===== config.mk =====
export PLATFORM = sky130hd
export DESIGN_NAME = sram_read_arbiter_flat
export DESIGN_NICKNAME = d
export VERILOG_FILES = /design/src/rtl/sram_read_arbiter_if.sv /design/src/rtl/sram_read_arbiter.sv /design/src/flat_wrapper.sv
export SDC_FILE = /design/constraint.sdc
export NUM_CORES = 1
export LEC_CHECK = 0
export CAP_MARGIN = 5
export CELL_PAD_IN_SITES_DETAIL_PLACEMENT = 0
export CELL_PAD_IN_SITES_GLOBAL_PLACEMENT = 1
export CORE_UTILIZATION = 31
export CTS_CLUSTER_DIAMETER = 200
export DETAILED_ROUTE_END_ITERATION = 6
export PLACE_DENSITY_LB_ADDON = 0.05
export REMOVE_ABC_BUFFERS = 1
export SLEW_MARGIN = 0
export SYNTH_ARGS = -nofsm -noshare
export SYNTH_HDL_FRONTEND = slang
export SYNTH_SLANG_ARGS = --single-unit

===== constraint.sdc =====
create_clock -name CLK -period 2.75 [get_ports CLK]
set_clock_uncertainty 0.15 [all_clocks]
set_input_delay 0.55 -clock CLK [delete_from_list [all_inputs] [get_ports CLK]]
set_output_delay 0.55 -clock CLK [all_outputs]
set_load 0.01 [all_outputs]

===== src/rtl/sram_read_arbiter_if.sv =====
// Voice request/response and SRAM pin bundle for the two-voice SRAM read arbiter.
// The arbiter takes the slave side; sequencers plus the SRAM pins form the master side.
interface sram_read_arbiter_if #(
    parameter int ADDR_W = 18,
    parameter int DATA_W = 16
);
    logic              req0;
    logic [ADDR_W-1:0] addr0;
    logic              ack0;
    logic              rvalid0;
    logic [DATA_W-1:0] rdata0;

    logic              req1;
    logic [ADDR_W-1:0] addr1;
    logic              ack1;
    logic              rvalid1;
    logic [DATA_W-1:0] rdata1;

    logic              busy;
    logic [ADDR_W-1:0] SRAM_A;
    logic [DATA_W-1:0] SRAM_D;
    logic              SRAM_CE;
    logic              SRAM_OE;
    logic              SRAM_WE;
    logic              SRAM_LB;
    logic              SRAM_UB;

    modport slave (
        input  req0, addr0, req1, addr1, SRAM_D,
        output ack0, rvalid0, rdata0, ack1, rvalid1, rdata1,
        output busy, SRAM_A, SRAM_CE, SRAM_OE, SRAM_WE, SRAM_LB, SRAM_UB
    );

    modport master (
        output req0, addr0, req1, addr1, SRAM_D,
        input  ack0, rvalid0, rdata0, ack1, rvalid1, rdata1,
        input  busy, SRAM_A, SRAM_CE, SRAM_OE, SRAM_WE, SRAM_LB, SRAM_UB
    );
endinterface


===== src/rtl/sram_read_arbiter.sv =====
// Round-robin arbiter sharing one read-only SRAM port between two voices,
// with a fixed wait-state read: hold the address WAIT_CYCLES cycles, then sample SRAM_D.
module sram_read_arbiter #(
    parameter int ADDR_W      = 18,
    parameter int DATA_W      = 16,
    parameter int WAIT_CYCLES = 2
) (
    input  logic                 CLK,
    input  logic                 RST,
    sram_read_arbiter_if.slave   bus
);

    if (WAIT_CYCLES < 1 || WAIT_CYCLES > 15) begin : g_bad_wait
        $error("sram_read_arbiter: WAIT_CYCLES must be in 1..15");
    end

    localparam logic [3:0] WAIT_INIT = 4'(WAIT_CYCLES);

    typedef enum logic {ST_IDLE, ST_WAIT} state_t;

    state_t                  state, state_n;
    logic                    rr, rr_n;          // last granted voice, also the voice in flight
    logic [3:0]              cnt, cnt_n;
    logic [ADDR_W-1:0]       a_q, a_n;
    logic                    busy_q, busy_n;
    logic                    ce_q;
    logic [1:0]              ack_q, ack_n;
    logic [1:0]              rv_q, rv_n;
    logic [1:0][DATA_W-1:0]  rdata_q;
    logic [1:0]              req;
    logic [1:0][ADDR_W-1:0]  addr;
    logic                    win;

    assign req  = {bus.req1, bus.req0};
    assign addr = {bus.addr1, bus.addr0};
    // Under contention the voice not granted last goes next.
    assign win  = (req == 2'b11) ? ~rr : req[1];

    always_comb begin
        state_n = state;
        rr_n    = rr;
        cnt_n   = cnt;
        a_n     = a_q;
        busy_n  = busy_q;
        ack_n   = '0;
        rv_n    = '0;
        case (state)
            ST_IDLE: begin
                if (|req) begin
                    a_n        = addr[win];
                    ack_n[win] = 1'b1;
                    rr_n       = win;
                    cnt_n      = WAIT_INIT;
                    busy_n     = 1'b1;
                    state_n    = ST_WAIT;
                end
            end
            ST_WAIT: begin
                cnt_n = cnt - 4'd1;
                if (cnt == 4'd1) begin
                    rv_n[rr] = 1'b1;
                    busy_n   = 1'b0;
                    state_n  = ST_IDLE;
                end
            end
            default: state_n = ST_IDLE;
        endcase
    end

    always_ff @(posedge CLK or posedge RST) begin
        if (RST) begin
            state  <= ST_IDLE;
            rr     <= 1'b1;
            cnt    <= '0;
            a_q    <= '0;
            busy_q <= 1'b0;
            ce_q   <= 1'b1;
            ack_q  <= '0;
            rv_q   <= '0;
        end else begin
            state  <= state_n;
            rr     <= rr_n;
            cnt    <= cnt_n;
            a_q    <= a_n;
            busy_q <= busy_n;
            ce_q   <= ~busy_n;
            ack_q  <= ack_n;
            rv_q   <= rv_n;
        end
    end

    // Each voice's read data only moves on its own completion edge.
    always_ff @(posedge CLK or posedge RST) begin
        if (RST) begin
            rdata_q <= '0;
        end else begin
            for (int v = 0; v < 2; v++) begin
                if (rv_n[v]) rdata_q[v] <= bus.SRAM_D;
            end
        end
    end

    assign bus.ack0    = ack_q[0];
    assign bus.ack1    = ack_q[1];
    assign bus.rvalid0 = rv_q[0];
    assign bus.rvalid1 = rv_q[1];
    assign bus.rdata0  = rdata_q[0];
    assign bus.rdata1  = rdata_q[1];
    assign bus.busy    = busy_q;
    assign bus.SRAM_A  = a_q;
    assign bus.SRAM_CE = ce_q;
    assign bus.SRAM_OE = ce_q;
    assign bus.SRAM_WE = 1'b1;
    assign bus.SRAM_LB = 1'b0;
    assign bus.SRAM_UB = 1'b0;

endmodule


===== src/flat_wrapper.sv =====
// flat-port wrapper written by rule: the top's interface ports become plain ports
module sram_read_arbiter_flat 
#(
    parameter int ADDR_W      = 18,
    parameter int DATA_W      = 16,
    parameter int WAIT_CYCLES = 2
)
  (CLK, RST, bus_req0, bus_addr0, bus_req1, bus_addr1, bus_SRAM_D, bus_ack0, bus_rvalid0, bus_rdata0, bus_ack1, bus_rvalid1, bus_rdata1, bus_busy, bus_SRAM_A, bus_SRAM_CE, bus_SRAM_OE, bus_SRAM_WE, bus_SRAM_LB, bus_SRAM_UB);
  sram_read_arbiter_if #(.ADDR_W(ADDR_W), .DATA_W(DATA_W)) bus_i ();
  input  logic CLK;
  input  logic RST;
  input wire logic [$bits(bus_i.req0)-1:0] bus_req0;
  input wire logic [$bits(bus_i.addr0)-1:0] bus_addr0;
  input wire logic [$bits(bus_i.req1)-1:0] bus_req1;
  input wire logic [$bits(bus_i.addr1)-1:0] bus_addr1;
  input wire logic [$bits(bus_i.SRAM_D)-1:0] bus_SRAM_D;
  output wire logic [$bits(bus_i.ack0)-1:0] bus_ack0;
  output wire logic [$bits(bus_i.rvalid0)-1:0] bus_rvalid0;
  output wire logic [$bits(bus_i.rdata0)-1:0] bus_rdata0;
  output wire logic [$bits(bus_i.ack1)-1:0] bus_ack1;
  output wire logic [$bits(bus_i.rvalid1)-1:0] bus_rvalid1;
  output wire logic [$bits(bus_i.rdata1)-1:0] bus_rdata1;
  output wire logic [$bits(bus_i.busy)-1:0] bus_busy;
  output wire logic [$bits(bus_i.SRAM_A)-1:0] bus_SRAM_A;
  output wire logic [$bits(bus_i.SRAM_CE)-1:0] bus_SRAM_CE;
  output wire logic [$bits(bus_i.SRAM_OE)-1:0] bus_SRAM_OE;
  output wire logic [$bits(bus_i.SRAM_WE)-1:0] bus_SRAM_WE;
  output wire logic [$bits(bus_i.SRAM_LB)-1:0] bus_SRAM_LB;
  output wire logic [$bits(bus_i.SRAM_UB)-1:0] bus_SRAM_UB;
  assign bus_i.req0 = bus_req0;
  assign bus_i.addr0 = bus_addr0;
  assign bus_i.req1 = bus_req1;
  assign bus_i.addr1 = bus_addr1;
  assign bus_i.SRAM_D = bus_SRAM_D;
  assign bus_ack0 = bus_i.ack0;
  assign bus_rvalid0 = bus_i.rvalid0;
  assign bus_rdata0 = bus_i.rdata0;
  assign bus_ack1 = bus_i.ack1;
  assign bus_rvalid1 = bus_i.rvalid1;
  assign bus_rdata1 = bus_i.rdata1;
  assign bus_busy = bus_i.busy;
  assign bus_SRAM_A = bus_i.SRAM_A;
  assign bus_SRAM_CE = bus_i.SRAM_CE;
  assign bus_SRAM_OE = bus_i.SRAM_OE;
  assign bus_SRAM_WE = bus_i.SRAM_WE;
  assign bus_SRAM_LB = bus_i.SRAM_LB;
  assign bus_SRAM_UB = bus_i.SRAM_UB;
  sram_read_arbiter #(.ADDR_W(ADDR_W), .DATA_W(DATA_W), .WAIT_CYCLES(WAIT_CYCLES)) u_core (.CLK(CLK), .RST(RST), .bus(bus_i));
endmodule

# Yosys cells after proc, flatten, opt, wreduce, memory -nomap -nowiden
# Index checks and enable logic that the tools add are counted.
# op_classes
n_addsub	1
n_reduce_logical	4
order_cmp	4
mux	19
n_bitwise	3
n_eq_ne	3
# ops
operator	count
18-bit 2-to-1 mux	2
2-bit 2-to-1 mux	4
4-bit one-hot mux with 2 select lines	1
1-bit 2-to-1 mux	7
4-bit by 1-bit equality test with 1-bit output, second input constant	1
1-bit by 2-bit less-than comparator with 1-bit output, second input constant	2
4-bit 2-to-1 mux	1
1-bit one-hot mux with 2 select lines	2
4-bit by 1-bit subtractor with 4-bit output, second input constant	1
1-bit NOT	3
1-bit demux with 1-bit select	2
2-bit equality test, second input constant	1
1-bit >= comparator, second input constant	2
1-bit logical AND	2
2-bit by 1-bit inequality test with 1-bit output, second input constant	1
2-bit AND reduction	1
2-bit OR reduction	1
# word_totals
output_inout_bits	60
input_bits	56
register_bits	62

# Longest topological paths before layout
# depth
depth_word	8
mapped_depth	7

# Worst setup path before layout
# No wires, ideal clock.
# synth_timing
path_kind	reg2reg
startpoint	register u_core.cnt[1]
endpoint	register u_core.rdata_q (netlist bit u_core.bus.rdata0[0])
stages_incl_launch_ff	8
path_slack_ns	0.962
required_ns	2.475
arrival_ns	1.513
synth_period_minus_slack_ns	1.788
path_cell_list	dfrtp_1 inv_1 ha_1 and4bb_4 nor2b_4 buf_6 buf_8 mux2_4
# synth_between
elab_chain_cells	3
# synth_rtl
item	line	text
start: declaration	sram_read_arbiter.sv:23	logic [3:0] cnt, cnt_n;
start signal: assignment	sram_read_arbiter.sv:83	cnt <= cnt_n;
4-bit by 1-bit equality test with 1-bit output	sram_read_arbiter.sv:60	if (cnt == 4'd1) begin
2-bit 2-to-1 mux	sram_read_arbiter.sv:60	
2-bit 2-to-1 mux	sram_read_arbiter.sv:47	case (state)
named net u_core.rv_n[0]	sram_read_arbiter.sv:28	logic [1:0] rv_q, rv_n;
end signal: indexed assignment	sram_read_arbiter.sv:98	if (rv_n[v]) rdata_q[v] <= bus.SRAM_D;
end: declaration	sram_read_arbiter.sv:29	logic [1:0][DATA_W-1:0] rdata_q;
# The timed path passes the listed nets, and every way through them passes these cells.
# A chain may end at the register's enable or synchronous reset.

# Worst setup path after layout
# layout_timing
startpoint	register u_core.cnt[1]
endpoint	register u_core.rdata_q (netlist bit u_core.bus.rdata0[14])
# layout_between
elab_chain_cells	3
# layout_rtl
item	line
4-bit by 1-bit equality test with 1-bit output	sram_read_arbiter.sv:60
2-bit 2-to-1 mux	sram_read_arbiter.sv:60
2-bit 2-to-1 mux	sram_read_arbiter.sv:47
# No other way between the ends.

==> metrics.yaml <==
global_routing:
  grt_overflow: 0
  grt_usage_pct: 15.6
  grtUsageMet3_pct: 4.72
  use_met1_pct: 17.7
  antenna_found_initial: 0
  grt_max_degree: 63
  grt_util_met2_pct: 27.3
  first_global_vias: 2037
  grt_pass1_wl_um: 10200
  busiest_layer: "met2"
worst_setup_path:
  reg2reg_to: "u_core.bus.rdata0[14]"
  crit_fanout: 17
  reg2reg_depth: 5
  worstPathArrival_ns: 2.19
  cp-end-kind: "flop"
  start_kind: "flop"
  reg2reg_from: "u_core.cnt[1]"
  required_ns: 2.82
  crit_type: "flop to flop"
  reg2reg_slack_ns: 0.63
cts:
  numCtsBuffers: 9
  clk_pin_slew_ns: 0.07
  clock_sinks: 62
  post_cts_buffers: 0
  cts_resized: 0
  cts_buffer_depth: 2
  cts_tree: "done"
  htree_levels: 3
  cts_hold_buf: 0
  insertion_delay_ns: 0.33
  clock-root-buffer: "clkbuf_8"
synthesis:
  ys_seq_area_share_pct: 59.7
  synthCells: 217
  ys_ff_latch: 62
  synth_cell_types: 30
  synth_xor_xnor_area_share_pct: 0
  synth_area_sq_mm: 0.00260
  yosys.area_share.adder_pct: 0.962
  synth_simple_gate_area_share_pct: 9.04
  synth_top_family_by_area: "multiplexers"
  ys_warn_count: 0
  syn_area_per_cell_sq_um: 12.0
  muxShareOfSynthArea_pct: 15.1
  synth_compound_area_share_pct: 9.62
final_layout:
  final-instance-count-excl-fill: 439
  syn_to_final_growth_pct: 53.4
  drive_gt1_share_pct: 18.9
  num-nets-final: 387
  final_cell_area_sq_mm: 0.00399
  antenna_cells: 0
power:
  clock_power_share_pct: 18.4
  p_switching_mw: 1.42
  p_seq_share_pct: 36.9
  cellPowerDensity_mw_per_mm2: 1120
  p_comb_share_pct: 44.7
  internal_power_mw: 3.05
  max-vdd-ir-drop_mv: 0.500
  switching_share_pct: 31.7
  power.leakage_nw: 1.70
  total_power_mw: 4.47
place:
  hpwlAfterDp_um: 4340
  portBuffers: 112
  gp_congestion: 0.741
  placed_area_sq_mm: 0.00378
  dpl.cell_count: 423
sta:
  hold_viol_final: 0
  max_freq_mhz: 473
  setup_violations: 0
  finalMaxSlewViolations: 0
  timing.hold.ws_ns: 0.338
  period_share_pct: 76.9
  worstMarginPinSlew_ns: 0.618
  slew_headroom_pct: 58.7
  rsz0062_at_grt: "false"
  final.setup.tns_ns: 0
  period_minus_slack_ns: 2.12
route:
  wirelength_um: 6430
  vias_per_cell: 4.49
  ant_nets: 0
  drt_iter0_drc: 28
  routedWlPerCell_um: 14.6
  num_vias: 1973
  firstDrtPassIters: 4
  drc: 0
worst_hold_path:
  whs_endpoint: "u_core.cnt[3]"
  hold_start: "u_core.cnt[3]"
  hold_path.class: "flop to flop"
  whs_path_depth: 1
floorplanning:
  chipHeight_um: 93.6
  start_util_pct: 31.8
  die_w_um: 93.6
  io_pins: 116
  rows: 33
  die_area_sq_mm: 0.00877
  core_sq_mm: 0.00818
run:
  cap_violations: 0
run_status:
  status: "finished, final reports clean"
[state kept, by name, indices dropped and copies added, names as in the netlist]
| register | count |
|---|---|
| u_core.bus.SRAM_CE | 1 |
| u_core.bus.rdata0 | 16 |
| u_core.bus.rdata1 | 16 |
| u_core.ack_q | 2 |
| u_core.rv_q | 2 |
| u_core.rr | 1 |
| u_core.state | 1 |
| u_core.cnt | 4 |
| u_core.bus.SRAM_A | 18 |
| u_core.bus.busy | 1 |
[synth_stat cells]
| cell | instances | area share, % |
|---|---|---|
| dfstp_2 | 2 | 2.0 |
| a31oi_1 | 1 | 0.24 |
| o21ba_2 | 1 | 0.38 |
| a21oi_1 | 38 | 7.3 |
| and4bb_4 | 1 | 0.63 |
| buf_8 | 1 | 0.58 |
| nor3_1 | 1 | 0.19 |
| buf_6 | 2 | 0.87 |
| buf_2 | 5 | 0.96 |
| mux2_4 | 9 | 5.2 |
| o21bai_1 | 1 | 0.29 |
| buf_4 | 4 | 1.2 |
| a21bo_2 | 1 | 0.38 |
| nor2b_4 | 1 | 0.53 |
| ha_1 | 2 | 0.96 |
| or4b_2 | 1 | 0.38 |
| nand2_2 | 1 | 0.24 |
| clkbuf_8 | 1 | 0.53 |
| a21boi_2 | 1 | 0.43 |
| nand2_1 | 20 | 2.9 |
| clkbuf_1 | 3 | 0.43 |
| nor4_1 | 1 | 0.24 |
| or2_2 | 1 | 0.24 |
| nand3_1 | 2 | 0.38 |
| inv_1 | 5 | 0.72 |
| mux2_2 | 23 | 10 |
| conb_1 | 2 | 0.29 |
| dfrtp_1 | 60 | 58 |
| o21ai_0 | 3 | 0.58 |
| nor2_1 | 23 | 3.3 |
[metrics by stage]
stage          util (%)  worst slack, ns
6_report           48.8            0.635
5_1_grt            48.8            0.519
4_1_cts            48.8            0.591
3_5_place_dp       46.3            0.626
3_3_place_gp       46.3            0.618
2_1_floorplan         -            0.512
[how the worst max path moves through the flow]
stage                                  endpoint  slack, ns  cells after the start           from
final                     u_core.bus.rdata0[14]       0.63                      5  u_core.cnt[1]
after detailed placement  u_core.bus.rdata0[12]       0.63                      5  u_core.cnt[1]
after floorplan                 u_core.ack_q[0]       0.51                      1            RST
after global routing      u_core.bus.rdata0[12]       0.52                      5  u_core.cnt[1]
after CTS                 u_core.bus.rdata0[14]       0.59                      5  u_core.cnt[1]
after global placement    u_core.bus.rdata0[11]       0.62                      5  u_core.cnt[1]
[cell type report]
| type | instances | area, sq um |
|---|---|---|
| Timing Repair Buffer | 116 | 1160 |
| Multi-Input combinational cell | 135 | 916 |
| Inverter | 5 | 18.8 |
| Clock inverter | 5 | 57.6 |
| Sequential cell | 62 | 1550 |
| Fill cell | 783 | 4180 |
| Tap cell | 105 | 131 |
| Clock buffer | 11 | 151 |
[power by group through the flow]
stage,Clock (mW),Sequential [mW],Combinational (mW)
global placement,0,1.65,2.02
CTS,0.860,1.65,2.03
floorplan,0,1.82,0.735
finish,0.822,1.65,2.00
detailed placement,0,1.66,2.03
global route,0.889,1.70,2.17
[routing by layer]
layer | vias to the layer above | wire, um | part of all wire, %
met1 | 974 | 2620 | 41
met5 | - | 0 | 0
met4 | 0 | 114 | 1.8
met2 | 50 | 3410 | 53
met3 | 8 | 293 | 4.6
li1 | 941 | - | -
[cells in the final DEF, fill, tap and decap left out]
cell type,n
nor4_1,1
inv_1,4
nand3_1,2
buf_12,1
clkbuf_8,11
ha_1,2
nor2_1,23
clkdlybuf4s50_1,112
a21boi_2,1
o21ba_2,1
clkinv_2,1
a21bo_2,1
conb_1,3
nand2_1,20
dfrtp_1,60
nor3_1,1
bufinv_16,1
a31oi_1,1
o21ai_0,3
nor2b_4,1
mux2_2,23
or2_2,1
and4bb_4,1
clkinvlp_4,3
mux2_4,9
inv_2,1
a21oi_1,38
or4b_2,1
buf_4,3
dfstp_2,2
o21bai_1,1
nand2_2,1
[worst max-delay path, stage by stage, from the launching register on]
cell	delay [ns]
dfrtp_1	0.40
inv_1	0.09
ha_1	0.14
and4bb_4	0.26
nor2b_4	0.55
mux2_2	0.41
[cells by family (layout without fill, tap and decap cells)]
kind of cell	count (synthesis)	count (layout)
other	2	3
AO/OA/AOI/OAI	46	46
adder cells (fa/ha/maj)	2	2
flip-flops	62	62
AND/OR/NAND/NOR	52	52
buffers and inverters	21	137
multiplexers	32	32
No activity file was read; power rests on OpenSTA's default activity.
